`config.mk`:
```
export PLATFORM = sky130hd
export DESIGN_NAME = ps2_paddle_decoder
export DESIGN_NICKNAME = d
export VERILOG_FILES = /design/src/rtl/ps2_paddle_decoder.sv
export SDC_FILE = /design/constraint.sdc
export NUM_CORES = 1
export LEC_CHECK = 0
export BUFFER_PORTS_ARGS = -buffer_cell sky130_fd_sc_hd__buf_2
export CAP_MARGIN = 20
export CORE_UTILIZATION = 59
export DETAILED_ROUTE_END_ITERATION = 8
export MAX_ROUTING_LAYER = met4
export PLACE_DENSITY = 0.83
export SLEW_MARGIN = 25
export SYNTH_ARGS = -nofsm -noshare
export SYNTH_HDL_FRONTEND = slang
export SYNTH_SLANG_ARGS = --single-unit
```
`constraint.sdc`:
```
create_clock -name clk -period 2.1 [get_ports clk]
set_input_delay 0.42 -clock clk [delete_from_list [all_inputs] [get_ports clk]]
set_output_delay 0.42 -clock clk [all_outputs]
set_load 0.03 [all_outputs]
```
`src/rtl/ps2_paddle_decoder.sv`:
```
// PS/2 frame receiver and paddle scan-code decoder.
// Receives 11-bit PS/2 frames, validates start/parity/stop, and maps the
// R/F/Y/H make/break codes to a one-hot paddle command; space pulses stand_toggle.
module ps2_paddle_decoder #(
  parameter int unsigned TIMEOUT_CYCLES = 50000
) (
  input  logic       clk,
  input  logic       reset_to_start,
  input  logic       ps2_clk,
  input  logic       ps2_data,
  output logic [7:0] ps2_data_out,
  output logic       ps2_data_valid,
  output logic       frame_error,
  output logic [3:0] paddle_movement,
  output logic       stand_toggle
);

  typedef enum logic [1:0] {IDLE, DATA, PARITY, STOP} state_t;

  localparam logic [15:0] TIMEOUT_LIMIT = 16'(TIMEOUT_CYCLES);

  state_t      state, state_nxt;
  logic        clk_s1, clk_s2, clk_s3;
  logic        dat_s1, dat_s2;
  logic        fall;
  logic [2:0]  bit_cnt, bit_cnt_nxt;
  logic [7:0]  shift, shift_nxt;
  logic        par_bit, par_bit_nxt;
  logic [15:0] to_cnt;
  logic        timeout, good_frame, bad_frame;
  logic [3:0]  held;        // [3]=R [2]=F [1]=Y [0]=H
  logic        brk_pend, ext_pend, tog_pre;

  assign fall = clk_s3 & ~clk_s2;

  // Synchronizers; reset to idle-high so reset never fakes a falling edge
  always_ff @(posedge clk) begin
    if (reset_to_start) begin
      clk_s1 <= 1'b1;
      clk_s2 <= 1'b1;
      clk_s3 <= 1'b1;
      dat_s1 <= 1'b1;
      dat_s2 <= 1'b1;
    end else begin
      clk_s1 <= ps2_clk;
      clk_s2 <= clk_s1;
      clk_s3 <= clk_s2;
      dat_s1 <= ps2_data;
      dat_s2 <= dat_s1;
    end
  end

  // Frame state register and receive datapath
  always_ff @(posedge clk) begin
    if (reset_to_start) begin
      state   <= IDLE;
      bit_cnt <= '0;
      shift   <= '0;
      par_bit <= 1'b0;
      to_cnt  <= '0;
    end else begin
      state   <= state_nxt;
      bit_cnt <= bit_cnt_nxt;
      shift   <= shift_nxt;
      par_bit <= par_bit_nxt;
      if (fall || state == IDLE)
        to_cnt <= '0;
      else if (to_cnt != '1)
        to_cnt <= to_cnt + 16'd1;
    end
  end

  // Next-state logic: bit sampling, frame checking and timeout abandonment
  always_comb begin
    state_nxt   = state;
    bit_cnt_nxt = bit_cnt;
    shift_nxt   = shift;
    par_bit_nxt = par_bit;
    good_frame  = 1'b0;
    bad_frame   = 1'b0;
    timeout     = (state != IDLE) && !fall && (to_cnt >= TIMEOUT_LIMIT);
    if (timeout) begin
      state_nxt   = IDLE;
      shift_nxt   = '0;
      bit_cnt_nxt = '0;
    end else if (fall) begin
      case (state)
        IDLE: begin
          if (!dat_s2) begin
            state_nxt   = DATA;
            bit_cnt_nxt = '0;
          end else begin
            bad_frame = 1'b1;
          end
        end
        DATA: begin
          shift_nxt   = {dat_s2, shift[7:1]};
          bit_cnt_nxt = bit_cnt + 3'd1;
          if (bit_cnt == 3'd7) state_nxt = PARITY;
        end
        PARITY: begin
          par_bit_nxt = dat_s2;
          state_nxt   = STOP;
        end
        STOP: begin
          if (dat_s2 && (^{shift, par_bit})) good_frame = 1'b1;
          else                               bad_frame  = 1'b1;
          state_nxt = IDLE;
        end
        default: state_nxt = IDLE;
      endcase
    end
  end

  // Registered byte/error outputs and make/break key tracking
  always_ff @(posedge clk) begin
    if (reset_to_start) begin
      ps2_data_out   <= '0;
      ps2_data_valid <= 1'b0;
      frame_error    <= 1'b0;
      held           <= '0;
      brk_pend       <= 1'b0;
      ext_pend       <= 1'b0;
      tog_pre        <= 1'b0;
    end else begin
      ps2_data_valid <= good_frame;
      frame_error    <= bad_frame | timeout;
      tog_pre        <= 1'b0;
      if (good_frame) begin
        ps2_data_out <= shift;
        if (shift == 8'hF0) begin
          brk_pend <= 1'b1;
        end else if (shift == 8'hE0) begin
          ext_pend <= 1'b1;
        end else begin
          if (!ext_pend) begin
            case (shift)
              8'h2D:   held[3] <= ~brk_pend;
              8'h2B:   held[2] <= ~brk_pend;
              8'h35:   held[1] <= ~brk_pend;
              8'h33:   held[0] <= ~brk_pend;
              8'h29:   tog_pre <= ~brk_pend;
              default: ;
            endcase
          end
          brk_pend <= 1'b0;
          ext_pend <= 1'b0;
        end
      end
    end
  end

  // Priority-encode held keys (R > F > Y > H) and delay the toggle pulse
  always_ff @(posedge clk) begin
    if (reset_to_start) begin
      paddle_movement <= '0;
      stand_toggle    <= 1'b0;
    end else begin
      stand_toggle <= tog_pre;
      if      (held[3]) paddle_movement <= 4'b1000;
      else if (held[2]) paddle_movement <= 4'b0100;
      else if (held[1]) paddle_movement <= 4'b0010;
      else if (held[0]) paddle_movement <= 4'b0001;
      else              paddle_movement <= 4'b0000;
    end
  end

endmodule

```
Word level (Yosys, flattened, before mapping)
Cells that the tools add are included.

operators by class
  add/subtract/negate cells = 2
  $lt $le $gt $ge = 1
  equality and inequality tests = 15
  multiplexer cells = 21
  bitwise gates (word level) = 10
  reduce and logical (&&, ||, !) cells = 25

operator list
  kind                                                                   count
  8-bit by 6-bit equality test with 1-bit output, second input constant  5
  5-bit AND reduction                                                    4
  16-bit by 1-bit adder with 16-bit output, second input constant        1
  8-bit equality test, second input constant                             2
  16-bit greater-or-equal comparator, second input constant              1
  16-bit inequality test, second input constant                          1
  1-bit two-way mux                                                      12
  3-bit AND reduction                                                    3
  9-bit XOR reduction                                                    1
  1-bit NOT                                                              8
  2-bit one-hot mux with 4 select lines                                  1
  2-bit two-way mux                                                      3
  3-bit two-way mux                                                      2
  2-bit inequality test, second input constant                           3
  3-bit one-hot mux with 2 select lines                                  1
  2-bit AND reduction                                                    3
  2-bit OR reduction                                                     3
  6-bit OR reduction                                                     1
  2-bit equality test, second input constant                             2
  4-bit two-way mux                                                      1
  2-bit nonzero test                                                     2
  4-bit OR reduction                                                     1
  3-bit by 1-bit adder with 3-bit output, second input constant          1
  3-bit equality test, second input constant                             1
  other kinds (9)                                                        11

storage, ports and cells
  flip-flop bits (word level) = 57
  bits of input ports = 4
  output and inout bits = 15
  word-level logic and storage cells = 99

Longest topological paths before layout
Gate-level depths: netlist of the first run.

  depth after elaboration = 8
  depth in mapped cells = 8
  gate-level depth less buffers = 7

Worst setup path before layout of the first run
No wires, ideal clock.

  path type = reg-to-reg
  start = register shift[4]
  end = register ps2_data_out[1]
  setup time = 0.128 ns
  arrival = 1.671 ns
  data required time = 1.972 ns
  path slack = 0.301 ns
  cell stages (with the launch flop) = 8
  path buffers = 2
  period minus slack after synthesis = 1.799 ns
  cells stage by stage = dfxtp_1 > buf_2 > xor2_1 > xnor3_2 > mux2i_4 > buf_6 > mux2i_1 > nor2_1

between the ends
  longest elaborated chain between the ends = 6

ends and longest elaborated chain
  what                      line  text
  start: declaration        27    logic [7:0] shift, shift_nxt;
  start signal: assignment  64    shift <= shift_nxt;
  9-bit XOR reduction       106   if (dat_s2 && (^{shift, par_bit})) good_frame = 1'b1;
  1-bit logical AND         106
  1-bit two-way mux         106
  1-bit two-way mux         87    case (state)
  1-bit two-way mux         86    end else if (fall) begin
  1-bit two-way mux         82    if (timeout) begin
  end signal: assignment    130   ps2_data_out <= shift;
  end: declaration          11    output logic [7:0] ps2_data_out,

Every way passes these cells.
A chain may end at the register's enable or synchronous reset.

Worst setup path in the final report of the first run
  start = register shift[1]
  end = register brk_pend

between the ends
  longest elaborated chain between the ends = 7
  elaborated cells between the ends (all ways) = 11
  classes of those cells = eq/ne (3); mux (5); reduce/logical (3)

ends and longest elaborated chain
  what                                  line  text
  9-bit XOR reduction                   106
  1-bit logical AND                     106
  1-bit two-way mux                     106
  1-bit two-way mux                     87
  1-bit two-way mux                     86
  1-bit two-way mux                     82
  2-bit AND reduction (no source line)  --
  end signal: assignment                122   brk_pend <= 1'b0;
  end signal: assignment                132   brk_pend <= 1'b1;
  end signal: assignment                146   brk_pend <= 1'b0;
  end: declaration                      32    logic brk_pend, ext_pend, tog_pre;

Parallel ways exist; a longest one is shown, timed or not.

==> results by group, run 1 <==
Power
  • P_leak: 1.15 nW
  • Worst vdd ir: 0.499 mV
  • PD cells: 814 mW/mm^2

Cells and area
  • Fillers: 313
  • Layout cells sized above 1: 0.170
  • Most frequent cells in the layout: 57 x dfxtp_1, 31 x nor2_1, 20 x nand2_1
  • Number of diodes: 0
  • Most common cell after layout, fill and taps aside: dfxtp_1
  • Area grow syn2layout: 15.2%
  • Count of non-filler cells in the finished layout: 350
  • Final nets: 307

Placement
  • DP HPWL: 3300 um
  • Gpl congestion: 0.810
  • # port buffers: 18
  • Number of placed instances, taps included: 334

Job
  • MaxCap Viol Count: 0

Run status
  • Status: complete, no violations

Setup path
  • Worst path required time: 2.33 ns
  • Largest stage delay on the critical path: 0.53 ns
  • Worst-case reg-to-reg path depth: 6
  • Startpoint Class: register
  • Crit path DAT: 2.17 ns
  • Ordered list of cells on the worst path: xnor2_1 -> xnor3_2 -> mux2i_4 -> buf_12 -> o21ba_2 -> o21a_1
  • RR Endpoint: brk_pend
  • R2r setup slk: 0.15 ns
  • Critical path class: reg2reg
  • Critical Path Fanout Max: 13
  • Worst setup endpoint: brk_pend
  • Worst setup EP type: register
  • Worst R2R Start: shift[1]
  • Highest-delay cell along the critical path: dfxtp_1
  • Worst Setup SP: shift[1]

Logic synthesis
  • Mean Syn Cell Area: 9.26 um^2
  • Ys Warns: 0
  • Synth unique cells: 44
  • Sequential fraction of the synthesis area: 0.450
  • Post-synthesis register bit count: 57
  • Syn Std Cell Area: 0.00254 mm^2
  • Synth Instances: 274
  • Synthesized Nets: 286

Detailed routing
  • First-pass DRT Iterations: 4
  • Post-Route WL: 5050 um
  • Residual DRC: 0
  • 1st-iter DRT viols: 112
  • Drt wl/cell: 14.4 um
  • Post-DRT Antenna Nets: 0
  • DR vias: 2,029
  • Vias/cell: 5.80

CTS
  • # hold bufs at CTS: 0
  • Sink Count: 57
  • CTS max path bufs: 2
  • TritonCTS clock tree: done
  • CTS H-tree depth: 3
  • Setup Buffers After CTS: 0
  • Clock Tree Root: clkbuf_8
  • CTS buffer count: 9
  • Clock Pin Slew Worst Setup and Hold Paths: 0.06 ns
  • Post-CTS Resized: 0
  • Clock latency on the worst-skew pair: 0.33 ns

Timing
  • RSZ-0062 raised after global routing: no
  • Worst-case hold slack: 0.270 ns
  • Hold Fails Final Rpt: 0
  • Worst Max-Slew Pin Slew: 0.518 ns
  • Period minus WS final: 1.95 ns
  • Max-slew violations: 0
  • Final setup viols: 0
  • Layout Skew: 0.00728 ns
  • Period utilization: 0.927
  • Setup TNS: 0 ns
  • Max-slew headroom: 0.655
  • Max Fclk: 0.514 GHz

Floorplan
  • Core area: 0.00406 mm^2
  • Die Wd: 67.6 um
  • Starting Density: 0.625
  • Rows: 23
  • Area of the die: 0.00457 mm^2
  • I/O pin count: 19
  • Die height: 67.6 um

Global route
  • Vias in the first global route: 1,891
  • Global-route wire length before repair: 8410 um
  • Pin count of the biggest net entering global routing: 19
  • Antenna violations before repair: 0
  • Total grt overflow: 0
  • Gr usage total: 0.260

Min path
  • Hold/Removal Path Class: in2reg
## worst max-delay path: cells and delay by family, from the launching register on
kind / cells / cell delay (ns)
XOR/XNOR: 2 / 0.60
buffers and inverters: 1 / 0.16
multiplexers: 1 / 0.21
AO/OA/AOI/OAI: 2 / 0.32
flip-flops: 1 / 0.53
## cell usage after synthesis
library cell	n	share of area
ha_1	8	0.039
o21ai_0	4	0.0079
and4_1	2	0.0069
nand2b_1	5	0.012
or3_1	2	0.0049
buf_2	2	0.0039
clkbuf_1	10	0.015
a2111o_1	1	0.0044
nand4_1	3	0.0074
a21oi_1	12	0.024
xor2_1	3	0.010
xnor2_1	12	0.041
o21a_1	3	0.0089
and2_1	1	0.0025
nor3_2	1	0.0039
xor3_1	1	0.0094
mux2_2	1	0.0044
o41ai_1	1	0.0035
mux2i_4	1	0.0089
nand3b_1	4	0.012
nand2_1	20	0.030
nor3_1	7	0.014
o211ai_1	2	0.0059
buf_6	1	0.0044
nor2_1	31	0.046
a211oi_1	3	0.0089
dfxtp_1	57	0.45
nand3_1	15	0.030
o311ai_0	1	0.0035
nor4_1	6	0.015
nor3b_1	3	0.0089
or4b_2	1	0.0039
nor2b_1	4	0.0099
o21ba_2	1	0.0039
and4b_1	1	0.0039
nand4b_1	2	0.0069
nor4b_1	1	0.0035
xnor3_2	1	0.0094
and3_1	4	0.0099
or2_2	6	0.015
a22oi_1	2	0.0059
a31oi_1	4	0.0099
inv_1	9	0.013
mux2i_1	15	0.059
## worst min path at each step
stage                         to      from  slack [ns]  depth (start not counted)
after floorplan           clk_s2    clk_s1        0.39                          1
after global placement    clk_s2    clk_s1        0.39                          1
after detailed placement  dat_s2    dat_s1        0.40                          1
after CTS                 dat_s1  ps2_data        0.27                          2
after global routing      dat_s1  ps2_data        0.26                          2
final                     dat_s1  ps2_data        0.27                          2
## power breakdown
group / internal [W] / switching [W] / total [W]
Clock: 0.000814 / 0.000437 / 0.00125
Sequential: 0.00109 / 0.00000325 / 0.00109
Combinational: 0.0000148 / 0.0000253 / 0.0000401
## sequential cells by signal, summed over array words and instances (netlist names), 2 cells and up
register and flops:
ps2_data_out 8, shift 8, to_cnt 16, paddle_movement 4, state 2, bit_cnt 3
held 4
## area by class of cell
| class | count | area, um^2 | share of cell area |
|---|---|---|---|
| timing repair buffer | 23 | 140 | 0.0479 |
| clock buffer | 10 | 138 | 0.0471 |
| clock inverter | 6 | 105 | 0.0359 |
| inverter | 9 | 33.8 | 0.0116 |
| tap | 50 | 62.6 | 0.0214 |
| sequential | 57 | 1140 | 0.390 |
| multi-input combinational | 195 | 1300 | 0.446 |
## layer usage
metal  vias to the layer above  routed length [um]  track usage
li1                        997                   -            -
met1                       958                2290        0.313
met2                        66                2430        0.408
met3                         8                 243       0.0524
met4                         0                  85        0.133
met5                         -                   0            -
## per-stage QoR
stage	worst slack, ns	power (W)	cell area [um^2]	util
after global routing	0.0764	0.00244	2920	0.721
after CTS	0.170	0.00239	2920	0.721
final	0.154	0.00238	2920	0.721
after floorplan	0.301	0.00114	2540	-
after global placement	0.247	0.00115	2680	0.661
after detailed placement	0.185	0.00115	2680	0.661
## cells by family (layout without fill, tap and decap cells)
logic type | Yosys count | in the layout | share of synthesized area
flip-flops | 57 | 57 | 0.450
buffers and inverters | 22 | 48 | 0.0365
AND/OR/NAND/NOR | 119 | 119 | 0.245
multiplexers | 17 | 17 | 0.0725
AO/OA/AOI/OAI | 34 | 34 | 0.0863
adder cells (fa/ha/maj) | 8 | 8 | 0.0394
XOR/XNOR | 17 | 17 | 0.0705
Power figures use the tool's default switching activity.
==> run 2, diff against run 1 <==
--- a/config.mk
+++ b/config.mk
@@ -7,10 +7,11 @@
 export LEC_CHECK = 0
 export BUFFER_PORTS_ARGS = -buffer_cell sky130_fd_sc_hd__buf_2
 export CAP_MARGIN = 20
-export CORE_UTILIZATION = 59
+export CORE_MARGIN = 4
+export CORE_UTILIZATION = 49
 export DETAILED_ROUTE_END_ITERATION = 8
 export MAX_ROUTING_LAYER = met4
-export PLACE_DENSITY = 0.83
+export PLACE_DENSITY = 0.72
 export SLEW_MARGIN = 25
 export SYNTH_ARGS = -nofsm -noshare
 export SYNTH_HDL_FRONTEND = slang
==> constraint.sdc (replaced) <==
create_clock -name clk -period 1.9 [get_ports clk]
set_input_delay 0.38 -clock clk [delete_from_list [all_inputs] [get_ports clk]]
set_output_delay 0.38 -clock clk [all_outputs]
set_load 0.03 [all_outputs]
==> results by group, run 2 (synthesis gave the netlist of run 1 again) <==
Timing
  • Worst Max-Slew Pin Slew: 0.416 ns
  • Max-slew violations: 0
  • Hold Fails Final Rpt: 0
  • RSZ-0062 raised after global routing: no
  • Setup TNS: 0 ns
  • Period minus WS final: 1.77 ns
  • Final WS setup: 0.129 ns
  • Layout Skew: 0.00699 ns
  • Period utilization: 0.932
  • Final setup viols: 0
  • Max-slew headroom: 0.721
  • Max Fclk: 0.565 GHz

Detailed routing
  • Vias/cell: 5.11
  • 1st-iter DRT viols: 58
  • Post-Route WL: 4630 um
  • Residual DRC: 0
  • Drt wl/cell: 12.1 um
  • First-pass DRT Iterations: 4
  • Post-DRT Antenna Nets: 0
  • DR vias: 1,946

CTS
  • Clock Tree Root: clkbuf_8
  • CTS max path bufs: 2
  • Clock latency on the worst-skew pair: 0.33 ns
  • Clock Pin Slew Worst Setup and Hold Paths: 0.06 ns
  • Sink Count: 57
  • TritonCTS clock tree: done
  • CTS H-tree depth: 3
  • CTS buffer count: 9

Cells and area
  • Top reg by flops: to_cnt
  • Final Core Density: 0.616
  • Count of non-filler cells in the finished layout: 381
  • Max reg flops: 16
  • Area grow syn2layout: 18.4%
  • Number of diodes: 0
  • Layout cells sized above 1: 0.207
  • Final nets: 322
  • Most common cell after layout, fill and taps aside: dfxtp_1
  • Regs by FF count: to_cnt: 16 flops, ps2_data_out: 8 flops, shift: 8 flops
  • Most frequent cells in the layout: 57 x dfxtp_1, 31 x nor2_1, 20 x nand2_1, 20 x buf_4, 18 x buf_2

Placement
  • Number of placed instances, taps included: 365
  • # port buffers: 18
  • Place WS: 0.142 ns
  • DP HPWL: 3250 um
  • Gpl congestion: 0.764

Setup path
  • Critical Path Fanout Max: 6
  • Largest stage delay on the critical path: 0.48 ns
  • Critical path class: reg2reg
  • Worst-case reg-to-reg path depth: 6
  • Worst setup endpoint: ps2_data_out[1]
  • Worst setup EP type: register
  • R2r setup slk: 0.13 ns
  • Worst Setup SP: shift[4]
  • Ordered list of cells on the worst path: xor2_1 -> xnor3_2 -> mux2i_4 -> buf_4 -> mux2i_1 -> nor2_1
  • Startpoint Class: register
  • RR Endpoint: ps2_data_out[1]
  • Worst R2R Start: shift[4]
  • Worst path required time: 2.12 ns
  • Crit path DAT: 1.99 ns
  • Highest-delay cell along the critical path: xnor3_2

Floorplan
  • Core area: 0.00488 mm^2
  • Area of the die: 0.00639 mm^2
  • Die Wd: 80.0 um
  • Rows: 25
  • Die height: 80.0 um
  • I/O pin count: 19
  • Starting Density: 0.520

Global route
  • Gr usage total: 0.167
  • Global-route wire length before repair: 8160 um
  • Total grt overflow: 0
  • Antenna violations before repair: 0
  • Pin count of the biggest net entering global routing: 19
  • Vias in the first global route: 1,841

Min path
  • Hold/Removal Path Class: in2reg
  • Min-delay src: ps2_data

Run status
  • Status: complete, no violations

Power
  • Comb pwr share: 0.020
  • P_leak: 1.20 nW
  • PD cells: 784 mW/mm^2
  • Pwr Total: 0.00236 W
  • P_sw: 0.000471 W
  • Clk network pwr share: 0.469
  • Switching share of power: 0.200
  • Internal: 0.00188 W
  • Flop pwr share: 0.511
  • Worst vdd ir: 0.559 mV

Job
  • MaxCap Viol Count: 0
## run 2: cell types whose count changed in the layout (fill, tap and decap cells not counted)
cell / before / now
clkbuf_8: 10 / 11
xnor2_2: 0 / 1
buf_12: 1 / 0
clkbuf_1: 0 / 1
bufinv_16: 3 / 1
buf_4: 4 / 20
xnor2_1: 12 / 11
clkinv_2: 3 / 2
## run 2: worst min-delay path by stage
| stage | to | slack [ns] | cells past startpoint |
|---|---|---|---|
| floorplan | clk_s2 | 0.39 | 1 |
| global placement | dat_s2 | 0.39 | 1 |
| detailed placement | dat_s2 | 0.39 | 1 |
| CTS | dat_s1 | 0.22 | 2 |
| global route | dat_s1 | 0.24 | 2 |
| finish | dat_s1 | 0.23 | 2 |
## run 2: through the flow
stage	hold slack, ns	area (um^2)
floorplan	0.389	2540
global placement	0.393	2800
detailed placement	0.392	2800
CTS	0.224	2990
global route	0.242	3010
finish	0.234	3010
## run 2: layer usage
metal	global-route usage	routed length [um]
met4	0.0912	114
met2	0.236	1910
met5	-	0
met1	0.222	2470
met3	0.0339	130
## run 2: area by class of cell
type	instances	area, um^2
clock buffers	12	155
clock inverters	3	40.0
fillers	453	1870
inverters	9	33.8
multi-input cells	195	1310
flip-flops and latches	57	1140
well taps	67	83.8
repair buffers	38	240
## run 2: critical path: cells and delay by family, from the launching register on
family	cells	cell delay [ns]
simple gates	1	0.05
flops	1	0.35
buf+inv	1	0.20
xor+xnor	2	0.63
mux	2	0.44
## run 2: timing repair
action | 4_1_cts | 5_1_grt
setup endpoints to repair | 0 | 2
hold buffers | 0 | 0
gates resized for setup | 0 | 1
setup buffers | 0 | 1
## run 2: power groups by stage
stage | clock network [W] | logic [W] | registers, W
floorplan | 0 | 0.0000309 | 0.00123
global placement | 0 | 0.0000458 | 0.00123
detailed placement | 0 | 0.0000461 | 0.00123
CTS | 0.00113 | 0.0000462 | 0.00120
global route | 0.00118 | 0.0000522 | 0.00120
finish | 0.00111 | 0.0000461 | 0.00120
==> run 3, diff against run 2 <==
--- a/config.mk
+++ b/config.mk
@@ -5,6 +5,7 @@
 export SDC_FILE = /design/constraint.sdc
 export NUM_CORES = 1
 export LEC_CHECK = 0
+export ABC_AREA = 1
 export BUFFER_PORTS_ARGS = -buffer_cell sky130_fd_sc_hd__buf_2
 export CAP_MARGIN = 20
 export CORE_MARGIN = 4
==> results by group, run 3 <==
Run status
  • Status: complete, no violations

Setup path
  • Worst R2R Start: shift[6]
  • RR Endpoint: ps2_data_out[5]
  • Critical Path Fanout Max: 8
  • Worst path required time: 2.17 ns
  • Startpoint Class: register
  • R2r setup slk: 0.15 ns
  • Critical path class: reg2reg
  • Crit path DAT: 2.02 ns
  • Worst setup EP type: register
  • Worst-case reg-to-reg path depth: 11

Logic synthesis
  • Post-synth top area cell: dfxtp_1
  • Proportion of synthesized area in mux cells: 0
  • Sequential fraction of the synthesis area: 0.411
  • Largest family of logic cells by synthesized area: simple AND/OR/NAND/NOR gates
  • Synth unique cells: 28
  • Synth Instances: 394
  • Yosys top cell area share: 0.411
  • Post-synth EDFFs: 0
  • Main synth FF type: dfxtp_1
  • Mean Syn Cell Area: 7.05 um^2
  • Synth Area in XOR/XNOR: 0.0221
  • Fraction of the mapped netlist area in simple logic gates: 0.317
  • Ys Warns: 0
  • Syn Std Cell Area: 0.00278 mm^2
  • Top-count cell post-synth: nand2_1
  • Synth Area in Compound Gates: 0.109
  • Commonest cells post-synth: 95 x nand2_1, 57 x dfxtp_1, 51 x inv_1
  • Post-synthesis adder-cell area fraction: 0.0360
  • Post-synthesis register bit count: 57
  • Synth area leaders: dfxtp_1 41%, nand2_1 13%, inv_1 6.9%
  • Async SR Flop Fraction: 0
  • Synthesized Nets: 406

Power
  • P_sw: 0.000566 W
  • Worst vdd ir: 0.585 mV
  • Comb pwr share: 0.017
  • P_leak: 1.38 nW
  • PD cells: 772 mW/mm^2
  • Flop pwr share: 0.475
  • Switching share of power: 0.224
  • Clk network pwr share: 0.508
  • Internal: 0.00196 W

Placement
  • DP HPWL: 4180 um
  • Gpl congestion: 0.940
  • # port buffers: 18

Floorplan
  • Die height: 83.3 um
  • Area of the die: 0.00694 mm^2
  • I/O pin count: 19
  • Core area: 0.00551 mm^2
  • Die Wd: 83.3 um
  • Starting Density: 0.505
  • Rows: 27

Job
  • MaxCap Viol Count: 0

Detailed routing
  • Post-DRT Antenna Nets: 0
  • Drt wl/cell: 11.9 um
  • 1st-iter DRT viols: 144
  • Vias/cell: 5.16
  • Residual DRC: 0
  • Post-Route WL: 5960 um
  • DR vias: 2,592
  • First-pass DRT Iterations: 4

CTS
  • Clock Tree Root: clkbuf_8
  • Clock latency on the worst-skew pair: 0.35 ns
  • # hold bufs at CTS: 0
  • Clock Pin Slew Worst Setup and Hold Paths: 0.07 ns
  • CTS H-tree depth: 3
  • Sink Count: 57
  • CTS buffer count: 9
  • TritonCTS clock tree: done
  • CTS max path bufs: 2

Global route
  • Gr usage total: 0.189
  • Global-route wire length before repair: 10,600 um
  • Pin count of the biggest net entering global routing: 19
  • Total grt overflow: 0
  • Antenna violations before repair: 0
  • Vias in the first global route: 2,479

Cells and area
  • Max reg flops: 16
  • Regs by FF count: to_cnt: 16 flops, ps2_data_out: 8 flops, shift: 8 flops
  • Fillers: 526
  • Number of diodes: 0
  • Area grow syn2layout: 17.7%
  • Final nets: 437
  • Most common cell after layout, fill and taps aside: nand2_1
  • Top reg by flops: to_cnt
  • Layout cells sized above 1: 0.172
  • Final Core Density: 0.594
  • Most frequent cells in the layout: 94 x nand2_1, 52 x dfxtp_1, 51 x inv_1

Timing
  • Hold Fails Final Rpt: 0
  • Period minus WS final: 1.75 ns
  • Setup TNS: 0 ns
  • Layout Skew: 0.00981 ns
  • Max Fclk: 0.572 GHz
  • Period utilization: 0.920
  • Worst Max-Slew Pin Slew: 0.420 ns
  • Max-slew headroom: 0.720
  • RSZ-0062 raised after global routing: yes
  • Final setup viols: 0
  • Max-slew violations: 0

Min path
  • Hold/Removal Path Class: in2reg
  • Min-delay src: ps2_clk
  • Hold path cells: 2
  • Worst Hold End: clk_s1
==> run 3: cell types whose count changed after synthesis, moves of 6 or more <==
| cell | before | now |
|---|---|---|
| a21oi_1 | 12 | 28 |
| clkbuf_1 | 10 | 4 |
| inv_1 | 9 | 51 |
| mux2i_1 | 15 | 0 |
| nand2_1 | 20 | 95 |
| nand3_1 | 15 | 28 |
| nand4_1 | 3 | 12 |
| nor2_1 | 31 | 40 |
| o21ai_0 | 4 | 14 |
| o21ai_1 | 0 | 6 |
| xnor2_1 | 12 | 3 |
==> run 3: metrics by stage <==
| stage | instance area (um^2) | hold WS (ns) | setup WS [ns] | power [W] | cells |
|---|---|---|---|---|---|
| global placement | 2970 | 0.394 | 0.157 | 0.00127 | 483 |
| CTS | 3200 | 0.191 | 0.0710 | 0.00256 | 499 |
| floorplan | 2780 | 0.388 | 0.204 | 0.00126 | 394 |
| global route | 3270 | 0.201 | -0.0400 | 0.00261 | 502 |
| detailed placement | 2970 | 0.396 | 0.0898 | 0.00127 | 483 |
| finish | 3270 | 0.209 | 0.152 | 0.00253 | 502 |
==> run 3: layout make-up <==
class                      instances  area, um^2  area share
clock buffer                       9         124      0.0379
clock inverter                     7         103      0.0314
inverter                          54         203      0.0620
multi-input combinational        270        1370       0.418
sequential                        57        1150       0.352
tap                               72        90.1      0.0275
timing repair buffer              33         233      0.0711
==> run 3: worst max-delay path, cell delays in order, from the launching register on <==
cell	delay [ns]
dfxtp_1	0.48
xnor2_1	0.21
inv_1	0.09
nand2_1	0.09
nand2_1	0.05
nand2_1	0.06
nand3_2	0.10
nor2_4	0.14
buf_4	0.16
buf_12	0.12
o21ai_1	0.05
a21oi_1	0.11
==> run 3: layer usage <==
| layer | up-vias | global-route usage | part of all wire |
|---|---|---|---|
| met5 | - | - | 0 |
| met4 | 0 | 0.0847 | 0.016 |
| met3 | 9 | 0.0536 | 0.054 |
| met2 | 57 | 0.300 | 0.47 |
| met1 | 1194 | 0.221 | 0.46 |
| li1 | 1332 | - | - |
==> run 3: worst max-delay path by stage <==
stage                      end       from
3_3_place_gp         to_cnt[4]  to_cnt[0]
5_1_grt        ps2_data_out[3]   shift[1]
3_5_place_dp   ps2_data_out[7]   shift[1]
4_1_cts              to_cnt[4]  to_cnt[0]
2_1_floorplan        to_cnt[4]  to_cnt[0]
6_report       ps2_data_out[5]   shift[6]
==> run 3: power groups by stage <==
| stage | logic, W | clock network [W] | registers [W] |
|---|---|---|---|
| detailed placement | 0.0000432 | 0 | 0.00123 |
| floorplan | 0.0000325 | 0 | 0.00123 |
| global placement | 0.0000429 | 0 | 0.00123 |
| CTS | 0.0000432 | 0.00131 | 0.00120 |
| global route | 0.0000487 | 0.00136 | 0.00120 |
| finish | 0.0000431 | 0.00128 | 0.00120 |
==> run 3: logic make-up after synthesis <==
group / Yosys count
compound gates: 56
flops: 57
buf+inv: 67
simple gates: 199
xor+xnor: 7
fa+ha+maj: 8
==> run 3: repair_timing <==
action / 4_1_cts / 5_1_grt
endpoints found under the hold margin: 0 / 0
setup buffers: 0 / 2
setup endpoints to repair: 0 / 26
resized for setup: 0 / 12
